<file path="config.mk">
export PLATFORM = sky130hd
export DESIGN_NAME = lcd_text_ctrl_flat
export DESIGN_NICKNAME = d
export VERILOG_FILES = /design/src/rtl/lcd_pkg.sv /design/src/rtl/lcd_text_ctrl_if.sv /design/src/rtl/lcd_bus_writer.sv /design/src/rtl/lcd_text_ctrl.sv /design/src/flat_wrapper.sv
export SDC_FILE = /design/constraint.sdc
export NUM_CORES = 1
export LEC_CHECK = 0
export ABC_AREA = 1
export CORE_ASPECT_RATIO = 1.25
export CORE_MARGIN = 5
export CORE_UTILIZATION = 45
export DETAILED_ROUTE_END_ITERATION = 10
export PLACE_DENSITY = 0.58
export SYNTH_ARGS = -nofsm -noshare
export SYNTH_HDL_FRONTEND = slang
export SYNTH_HIERARCHICAL = 1
export SYNTH_SLANG_ARGS = --single-unit
</file>
<file path="constraint.sdc">
create_clock -name CLK -period 3.7 [get_ports CLK]
set_input_delay 0.74 -clock CLK [delete_from_list [all_inputs] [get_ports CLK]]
set_output_delay 0.74 -clock CLK [all_outputs]
set_load 0.02 [all_outputs]
</file>
<file path="src/rtl/lcd_pkg.sv">
// Shared constants and encodings for the character-LCD text controller.
package lcd_pkg;

    localparam logic [7:0] FUNCTION_SET = 8'h38;
    localparam logic [7:0] DISP_ON      = 8'h0C;
    localparam logic [7:0] ENTRY_MODE   = 8'h06;
    localparam logic [7:0] CLEAR        = 8'h01;
    localparam logic [7:0] SET_DDRAM    = 8'h80;
    localparam logic [7:0] BLANK        = 8'h20;

    typedef enum logic [1:0] {
        CMD_CHAR      = 2'b00,
        CMD_BACKSPACE = 2'b01,
        CMD_CLEAR     = 2'b10,
        CMD_NEWLINE   = 2'b11
    } cmd_e;

    typedef enum logic [3:0] {
        S_PWR, S_FUNC, S_DISP, S_ENTRY, S_CLR, S_FIN,
        S_IDLE, S_APPLY, S_ROW, S_COL, S_CUR
    } state_e;

    typedef enum logic [2:0] {
        W_IDLE, W_A, W_B, W_C, W_WAIT
    } wphase_e;

    // DDRAM start address of each display line (HD44780 layout)
    function automatic logic [7:0] row_ofs(input logic [1:0] r);
        case (r)
            2'd0:    return 8'h00;
            2'd1:    return 8'h40;
            2'd2:    return 8'h14;
            default: return 8'h54;
        endcase
    endfunction

endpackage

</file>
<file path="src/rtl/lcd_text_ctrl_if.sv">
// Keypad-decoder to LCD-controller request channel (valid/ready).
interface lcd_text_ctrl_if;
    logic [7:0] CHAR_IN;
    logic [1:0] CMD_IN;
    logic       IN_VALID;
    logic       IN_READY;

    modport master (output CHAR_IN, output CMD_IN, output IN_VALID, input IN_READY);
    modport slave  (input CHAR_IN, input CMD_IN, input IN_VALID, output IN_READY);
endinterface

</file>
<file path="src/rtl/lcd_bus_writer.sv">
// Three-phase HD44780 bus write (setup, E-high, hold) with an optional trailing wait.
module lcd_bus_writer
    import lcd_pkg::*;
#(
    parameter int STEP_CYC = 50,
    parameter int WAIT_W   = 16
) (
    input  logic              CLK,
    input  logic              RESETN,
    input  logic              start,
    input  logic              rs,
    input  logic [7:0]        data,
    input  logic [WAIT_W-1:0] wait_cyc,
    output logic              ready,
    output logic              idle,
    output logic              lcd_e,
    output logic              lcd_rs,
    output logic [7:0]        lcd_data
);

    wphase_e           phase_q, phase_d;
    logic [WAIT_W-1:0] cnt_q, cnt_d, wait_q;
    logic              step_end, finishing, load;

    assign step_end  = (cnt_q == WAIT_W'(STEP_CYC - 1));
    assign finishing = (phase_q == W_C && step_end && wait_q == '0) ||
                       (phase_q == W_WAIT && cnt_q == wait_q - WAIT_W'(1));
    // A new write may be taken in the very cycle the previous one ends, so writes run back to back
    assign ready     = (phase_q == W_IDLE) || finishing;
    assign idle      = (phase_q == W_IDLE);

    always_comb begin
        phase_d = phase_q;
        cnt_d   = cnt_q + WAIT_W'(1);
        load    = 1'b0;
        if (start && ready) begin
            phase_d = W_A;
            cnt_d   = '0;
            load    = 1'b1;
        end else begin
            case (phase_q)
                W_IDLE: cnt_d = '0;
                W_A:    if (step_end) begin phase_d = W_B; cnt_d = '0; end
                W_B:    if (step_end) begin phase_d = W_C; cnt_d = '0; end
                W_C:    if (step_end) begin
                            phase_d = (wait_q == '0) ? W_IDLE : W_WAIT;
                            cnt_d   = '0;
                        end
                W_WAIT: if (finishing) begin phase_d = W_IDLE; cnt_d = '0; end
                default: begin phase_d = W_IDLE; cnt_d = '0; end
            endcase
        end
    end

    always_ff @(posedge CLK or negedge RESETN) begin
        if (!RESETN) begin
            phase_q  <= W_IDLE;
            cnt_q    <= '0;
            wait_q   <= '0;
            lcd_e    <= 1'b0;
            lcd_rs   <= 1'b0;
            lcd_data <= 8'h00;
        end else begin
            phase_q <= phase_d;
            cnt_q   <= cnt_d;
            lcd_e   <= (phase_d == W_B);
            if (load) begin
                wait_q   <= wait_cyc;
                lcd_rs   <= rs;
                lcd_data <= data;
            end
        end
    end

endmodule

</file>
<file path="src/rtl/lcd_text_ctrl.sv">
// Character-LCD controller: power-up init, ROWS x COLS text buffer with cursor, full repaint per edit.
module lcd_text_ctrl
    import lcd_pkg::*;
#(
    parameter int ROWS     = 2,
    parameter int COLS     = 16,
    parameter int STEP_CYC = 50,
    parameter int PWR_WAIT = 20000,
    parameter int CLR_WAIT = 2000,
    parameter int SCROLL   = 0
) (
    input  logic              CLK,
    input  logic              RESETN,
    lcd_text_ctrl_if.slave    kp,
    output logic [7:0]        LCD_DATA,
    output logic              LCD_RS,
    output logic              LCD_RW,
    output logic              LCD_E,
    output logic              BUSY
);

    localparam int RW     = (ROWS > 1) ? $clog2(ROWS) : 1;
    localparam int CW     = (COLS > 1) ? $clog2(COLS) : 1;
    localparam int WW     = $clog2(((STEP_CYC > CLR_WAIT) ? STEP_CYC : CLR_WAIT) + 1);
    localparam int PW     = $clog2(PWR_WAIT + 1);
    localparam int PREV_R = (ROWS > 1) ? ROWS - 2 : 0;
    localparam logic [RW-1:0] LAST_R = RW'(ROWS - 1);
    localparam logic [CW-1:0] LAST_C = CW'(COLS - 1);

    state_e          state_q, state_d;
    cmd_e            cmd_q;
    logic [7:0]      char_q;
    logic [7:0]      text_q [ROWS][COLS];
    logic [RW-1:0]   cur_r, rep_r;
    logic [CW-1:0]   cur_c, rep_c;
    logic [PW-1:0]   pwr_cnt;
    logic            wr_start, wr_rs, wr_ready, wr_idle, wr_take;
    logic [7:0]      wr_data;
    logic [WW-1:0]   wr_wait;
    logic            row_adv, at_last, bs_noop;

    assign wr_take = wr_start & wr_ready;
    assign row_adv = (cmd_q == CMD_NEWLINE) || (cmd_q == CMD_CHAR && cur_c == LAST_C);
    assign at_last = (cur_r == LAST_R);
    assign bs_noop = (cmd_q == CMD_BACKSPACE) && (cur_r == '0) && (cur_c == '0);

    assign kp.IN_READY = (state_q == S_IDLE);
    assign BUSY        = (state_q != S_IDLE);
    assign LCD_RW      = 1'b0;

    always_ff @(posedge CLK or negedge RESETN) begin
        if (!RESETN) state_q <= S_PWR;
        else         state_q <= state_d;
    end

    always_comb begin
        state_d  = state_q;
        wr_start = 1'b0;
        wr_rs    = 1'b0;
        wr_data  = 8'h00;
        wr_wait  = '0;
        case (state_q)
            S_PWR:   if (pwr_cnt == PW'(PWR_WAIT - 1)) state_d = S_FUNC;
            S_FUNC:  begin wr_start = 1'b1; wr_data = FUNCTION_SET; if (wr_ready) state_d = S_DISP;  end
            S_DISP:  begin wr_start = 1'b1; wr_data = DISP_ON;      if (wr_ready) state_d = S_ENTRY; end
            S_ENTRY: begin wr_start = 1'b1; wr_data = ENTRY_MODE;   if (wr_ready) state_d = S_CLR;   end
            S_CLR:   begin
                wr_start = 1'b1;
                wr_data  = CLEAR;
                wr_wait  = WW'(CLR_WAIT);
                if (wr_ready) state_d = S_FIN;
            end
            S_FIN:   if (wr_idle) state_d = S_IDLE;
            S_IDLE:  if (kp.IN_VALID) state_d = S_APPLY;
            S_APPLY: state_d = bs_noop ? S_IDLE : S_ROW;
            S_ROW:   begin
                wr_start = 1'b1;
                wr_data  = SET_DDRAM | row_ofs(2'(rep_r));
                if (wr_ready) state_d = S_COL;
            end
            S_COL:   begin
                wr_start = 1'b1;
                wr_rs    = 1'b1;
                wr_data  = text_q[rep_r][rep_c];
                if (wr_ready && rep_c == LAST_C) state_d = (rep_r == LAST_R) ? S_CUR : S_ROW;
            end
            S_CUR:   begin
                wr_start = 1'b1;
                wr_data  = SET_DDRAM | (row_ofs(2'(cur_r)) + 8'(cur_c));
                if (wr_ready) state_d = S_FIN;
            end
            default: state_d = S_PWR;
        endcase
    end

    always_ff @(posedge CLK or negedge RESETN) begin
        if (!RESETN) begin
            pwr_cnt <= '0;
            rep_r   <= '0;
            rep_c   <= '0;
        end else begin
            if (state_q == S_PWR) pwr_cnt <= pwr_cnt + PW'(1);
            if (state_q == S_APPLY) begin
                rep_r <= '0;
                rep_c <= '0;
            end else if (state_q == S_COL && wr_take) begin
                if (rep_c == LAST_C) begin
                    rep_c <= '0;
                    rep_r <= rep_r + RW'(1);
                end else begin
                    rep_c <= rep_c + CW'(1);
                end
            end
        end
    end

    always_ff @(posedge CLK) begin
        if (state_q == S_IDLE && kp.IN_VALID) begin
            cmd_q  <= cmd_e'(kp.CMD_IN);
            char_q <= kp.CHAR_IN;
        end
    end

    always_ff @(posedge CLK or negedge RESETN) begin
        if (!RESETN) begin
            for (int r = 0; r < ROWS; r++)
                for (int c = 0; c < COLS; c++) text_q[r][c] <= BLANK;
            cur_r <= '0;
            cur_c <= '0;
        end else if (state_q == S_APPLY) begin
            case (cmd_q)
                CMD_CHAR: begin
                    text_q[cur_r][cur_c] <= char_q;
                    cur_c <= (cur_c == LAST_C) ? '0 : cur_c + CW'(1);
                end
                CMD_NEWLINE: cur_c <= '0;
                CMD_BACKSPACE: begin
                    if (cur_c != '0) begin
                        cur_c <= cur_c - CW'(1);
                        text_q[cur_r][cur_c - CW'(1)] <= BLANK;
                    end else if (cur_r != '0) begin
                        cur_r <= cur_r - RW'(1);
                        cur_c <= LAST_C;
                        text_q[cur_r - RW'(1)][LAST_C] <= BLANK;
                    end
                end
                CMD_CLEAR: begin
                    for (int r = 0; r < ROWS; r++)
                        for (int c = 0; c < COLS; c++) text_q[r][c] <= BLANK;
                    cur_r <= '0;
                    cur_c <= '0;
                end
                default: ;
            endcase
            if (row_adv) begin
                if (!at_last) begin
                    cur_r <= cur_r + RW'(1);
                end else if (SCROLL == 0) begin
                    cur_r <= '0;
                end else begin
                    for (int r = 0; r < ROWS - 1; r++) text_q[r] <= text_q[r + 1];
                    for (int c = 0; c < COLS; c++) text_q[LAST_R][c] <= BLANK;
                    // The character that triggered the scroll moves up with its row
                    if (ROWS > 1 && cmd_q == CMD_CHAR) text_q[PREV_R][LAST_C] <= char_q;
                end
            end
        end
    end

    lcd_bus_writer #(
        .STEP_CYC (STEP_CYC),
        .WAIT_W   (WW)
    ) u_writer (
        .CLK      (CLK),
        .RESETN   (RESETN),
        .start    (wr_start),
        .rs       (wr_rs),
        .data     (wr_data),
        .wait_cyc (wr_wait),
        .ready    (wr_ready),
        .idle     (wr_idle),
        .lcd_e    (LCD_E),
        .lcd_rs   (LCD_RS),
        .lcd_data (LCD_DATA)
    );

endmodule
</file>
<file path="src/flat_wrapper.sv">
// flat-port wrapper written by rule: the top's interface ports become plain ports
module lcd_text_ctrl_flat import lcd_pkg::*;
#(
    parameter int ROWS     = 2,
    parameter int COLS     = 16,
    parameter int STEP_CYC = 50,
    parameter int PWR_WAIT = 20000,
    parameter int CLR_WAIT = 2000,
    parameter int SCROLL   = 0
)
  (CLK, RESETN, LCD_DATA, LCD_RS, LCD_RW, LCD_E, BUSY, kp_CHAR_IN, kp_CMD_IN, kp_IN_VALID, kp_IN_READY);
  lcd_text_ctrl_if kp_i ();
  input  logic CLK;
  input  logic RESETN;
  output logic [7:0] LCD_DATA;
  output logic LCD_RS;
  output logic LCD_RW;
  output logic LCD_E;
  output logic BUSY;
  input wire logic [$bits(kp_i.CHAR_IN)-1:0] kp_CHAR_IN;
  input wire logic [$bits(kp_i.CMD_IN)-1:0] kp_CMD_IN;
  input wire logic [$bits(kp_i.IN_VALID)-1:0] kp_IN_VALID;
  output wire logic [$bits(kp_i.IN_READY)-1:0] kp_IN_READY;
  assign kp_i.CHAR_IN = kp_CHAR_IN;
  assign kp_i.CMD_IN = kp_CMD_IN;
  assign kp_i.IN_VALID = kp_IN_VALID;
  assign kp_IN_READY = kp_i.IN_READY;
  lcd_text_ctrl #(.ROWS(ROWS), .COLS(COLS), .STEP_CYC(STEP_CYC), .PWR_WAIT(PWR_WAIT), .CLR_WAIT(CLR_WAIT), .SCROLL(SCROLL)) u_core (.CLK(CLK), .RESETN(RESETN), .kp(kp_i), .LCD_DATA(LCD_DATA), .LCD_RS(LCD_RS), .LCD_RW(LCD_RW), .LCD_E(LCD_E), .BUSY(BUSY));
endmodule
</file>
==> flow_metrics.tcl <==
set metrics [dict create \
    placed_area_mm2 0.01930 \
    nFillCells 4089 \
    leakage_nw 10.86 \
    route.final.wire_length_um 58140 \
    yosysWarnings 6 \
    drive_gt1_share_pct 7.333 \
    cp_data_required_time_ns 4.12 \
    clkPwrFrac_pct 52.2 \
    tns_ns 0 \
    routed_via_density 5.291 \
    synth_top_area_share_pct 39.08 \
    rsz0062_at_grt "false" \
    start_kind "flop" \
    n_antenna_cell 0 \
    num_rows 83 \
    yosys-top-cells-area "dfrtp_1 39%, nand2_1 27%, nand3_1 8.7%" \
    die_width_um 191.1 \
    drt_first_pass_iters 6 \
    post-cts-setup-buffers 0 \
    tightest_slew_ns 1.063 \
    cts_max_level 2 \
    synth_largest_area_cell "dfrtp_1" \
    arrival_ns 3.68 \
    most-common-layout-cells "1345 x nand2_1, 322 x nand3_1, 286 x dfrtp_1" \
    cts_resized 0 \
    fp.dieH_um 236.3 \
    r2r-start "u_core/cur_c[0]$_DFFE_PN0P_" \
    hold_ws_ns 0.1415 \
    cts_made_buffers 38 \
    ys_seq_area_share_pct 45.26 \
    drc 0 \
    power.internal_w 0.006133 \
    worst_slack_ns 0.4353 \
    synthToLayoutAreaGrowth_pct 12.00 \
    wire_per_inst_um 17.88 \
    grt_max_degree 90 \
    initial_core_util_pct 45.19 \
    grt_pass1_vias 16510 \
    postRouteAntennaNets 0 \
    syn_area_mm2 0.01844 \
    cts_num_sinks 330 \
    cts_tree "built" \
    fin_crit_ns 3.265 \
    drv_slew 0 \
    crit_path_end_kind "flop" \
    peakVddDrop_mv 0.3395 \
    fin_area_mm2 0.02066 \
    ff2ff_path_depth 10 \
    hold_violations 0 \
    avgSynthCellArea_um2 6.884 \
    grt_usage_pct 25.79 \
    rrSetupSlack_ns 0.44 \
    period_share_pct 88.23 \
    path_max_fanout 11 \
    fin_skew_ns 0.02051 \
    fin_nets 2701 \
    insertion_delay_ns 0.55 \
    synthArstFlopShare_pct 96.97 \
    grt_pass1_wl_um 92290 \
    port_buffers 24 \
    synth_edf_count 10 \
    min_path_type "in2async" \
    maxCapViolCount 0 \
    fmax_mhz 306.3 \
    final_common_cell "nand2_1" \
    power_density_mw_per_mm2 376.5 \
    holdBufCountCts 0 \
    power.share.switching_pct 21.13 \
    seqCellArea_mm2 0.008353 \
    antenna_found_initial 1 \
    status "complete, no violations" \
    path_class "reg2reg" \
    p_seq_share_pct 46.6 \
    multi_input_area_mm2 0.008891 \
    num_vias 17210 \
    synth-seq-cells 330 \
    ys.flop_type "dfrtp_1" \
    io_pins 26 \
    power.switching_w 0.001643 \
    ys_types 42 \
    root_buffer "clkbuf_16" \
    maxSlewHeadroom_pct 28.84 \
    overflow 0 \
    dp_hpwl_um 39170 \
    die_area_mm2 0.04516 \
    place_ws_ns 0.5589 \
    path_clk_slew_ns 0.06 \
    combPwrFrac_pct 1.2 \
    setup_viol 0 \
    clk_path_buf_depth 3 \
    p_total_w 0.007776 \
    synthCells 2679 \
    core_area_mm2 0.04081 \
    gp_congestion 0.9021 \
    drt_iter0_drc 1542 \
]
[metal layers]
layer / global-route usage (%) / wire [um] / vias to the layer above
met2: 42.20 / 27740 / 540
li1: - / - / 8365
met3: 3.626 / 3425 / 144
met1: 34.24 / 24400 / 8154
met4: 11.15 / 2561 / 2
met5: 0 / 13 / -
[Yosys cell counts (all sizes together), types with 6 or more instances]
cell and instances:
a21oi 67, dfstp 32, edfxtp 10, nand3 323, nand2 1363, xor2 18, nand3b 6, ha 18
nor3 13, inv 179, nand4 25, buf 53, nor2 135, o21ai 51, xnor2 9, clkbuf 67
dfrtp 288
[layout make-up]
cell class	instances	area share [%]
multi-input cells	2050	43.04
flip-flops and latches	330	40.44
repair buffers	66	3.259
clock buffers	57	5.700
well taps	552	3.344
inverters	184	3.356
clock inverters	13	0.8601
[through the flow]
stage,utilization (%),cells
2_1_floorplan,-,2684
3_3_place_gp,47.29,3182
3_5_place_dp,47.29,3182
4_1_cts,50.61,3252
5_1_grt,50.61,3252
6_report,50.61,3252
[critical path, stage by stage (launching register included)]
cell,delay (ns)
dfrtp_1,0.46
inv_1,0.23
ha_1,0.29
xnor2_2,0.56
clkinv_1,0.51
nor2_4,0.37
nand3_1,0.18
nand2_1,0.10
nand3_1,0.22
nand2_1,0.14
nand2_1,0.05
[logic make-up (layout without fill, tap and decap cells)]
family | after synthesis | count (layout) | synth area share (%)
buffers and inverters | 304 | 320 | 6.744
AOI/OAI and AO/OA | 131 | 131 | 3.752
other | 1 | 6 | 0.02033
and+or+nand+nor | 1868 | 1868 | 41.68
xor gates and xnor gates | 27 | 27 | 1.323
adders and majority gates | 18 | 18 | 1.221
DFF | 330 | 330 | 45.26
[power groups by stage]
stage / clock network (W) / logic, W / registers [W]
finish: 0.00406 / 0.0000934 / 0.00363
global route: 0.00428 / 0.000111 / 0.00362
CTS: 0.00413 / 0.0000999 / 0.00363
detailed placement: 0 / 0.0000995 / 0.00369
global placement: 0 / 0.0000986 / 0.00369
floorplan: 0 / 0.00000248 / 0.00369
[worst max-delay path by stage]
stage                                                     start                             to  slack (ns)
after CTS                           u_core/cur_c[0]$_DFFE_PN0P_                           flop        0.53
after detailed placement            u_core/cur_c[0]$_DFFE_PN0P_                           flop        0.56
after global placement              u_core/cur_c[0]$_DFFE_PN0P_                           flop        0.52
after floorplan           u_core/u_writer/wait_q[0]$_DFFE_PN0N_  u_core/state_q[2]$_DFFE_PN0P_        1.58
final                               u_core/cur_c[0]$_DFFE_PN0P_                           flop        0.44
after global routing                u_core/cur_c[0]$_DFFE_PN0P_                           flop        0.21
Power figures use the tool's default switching activity.
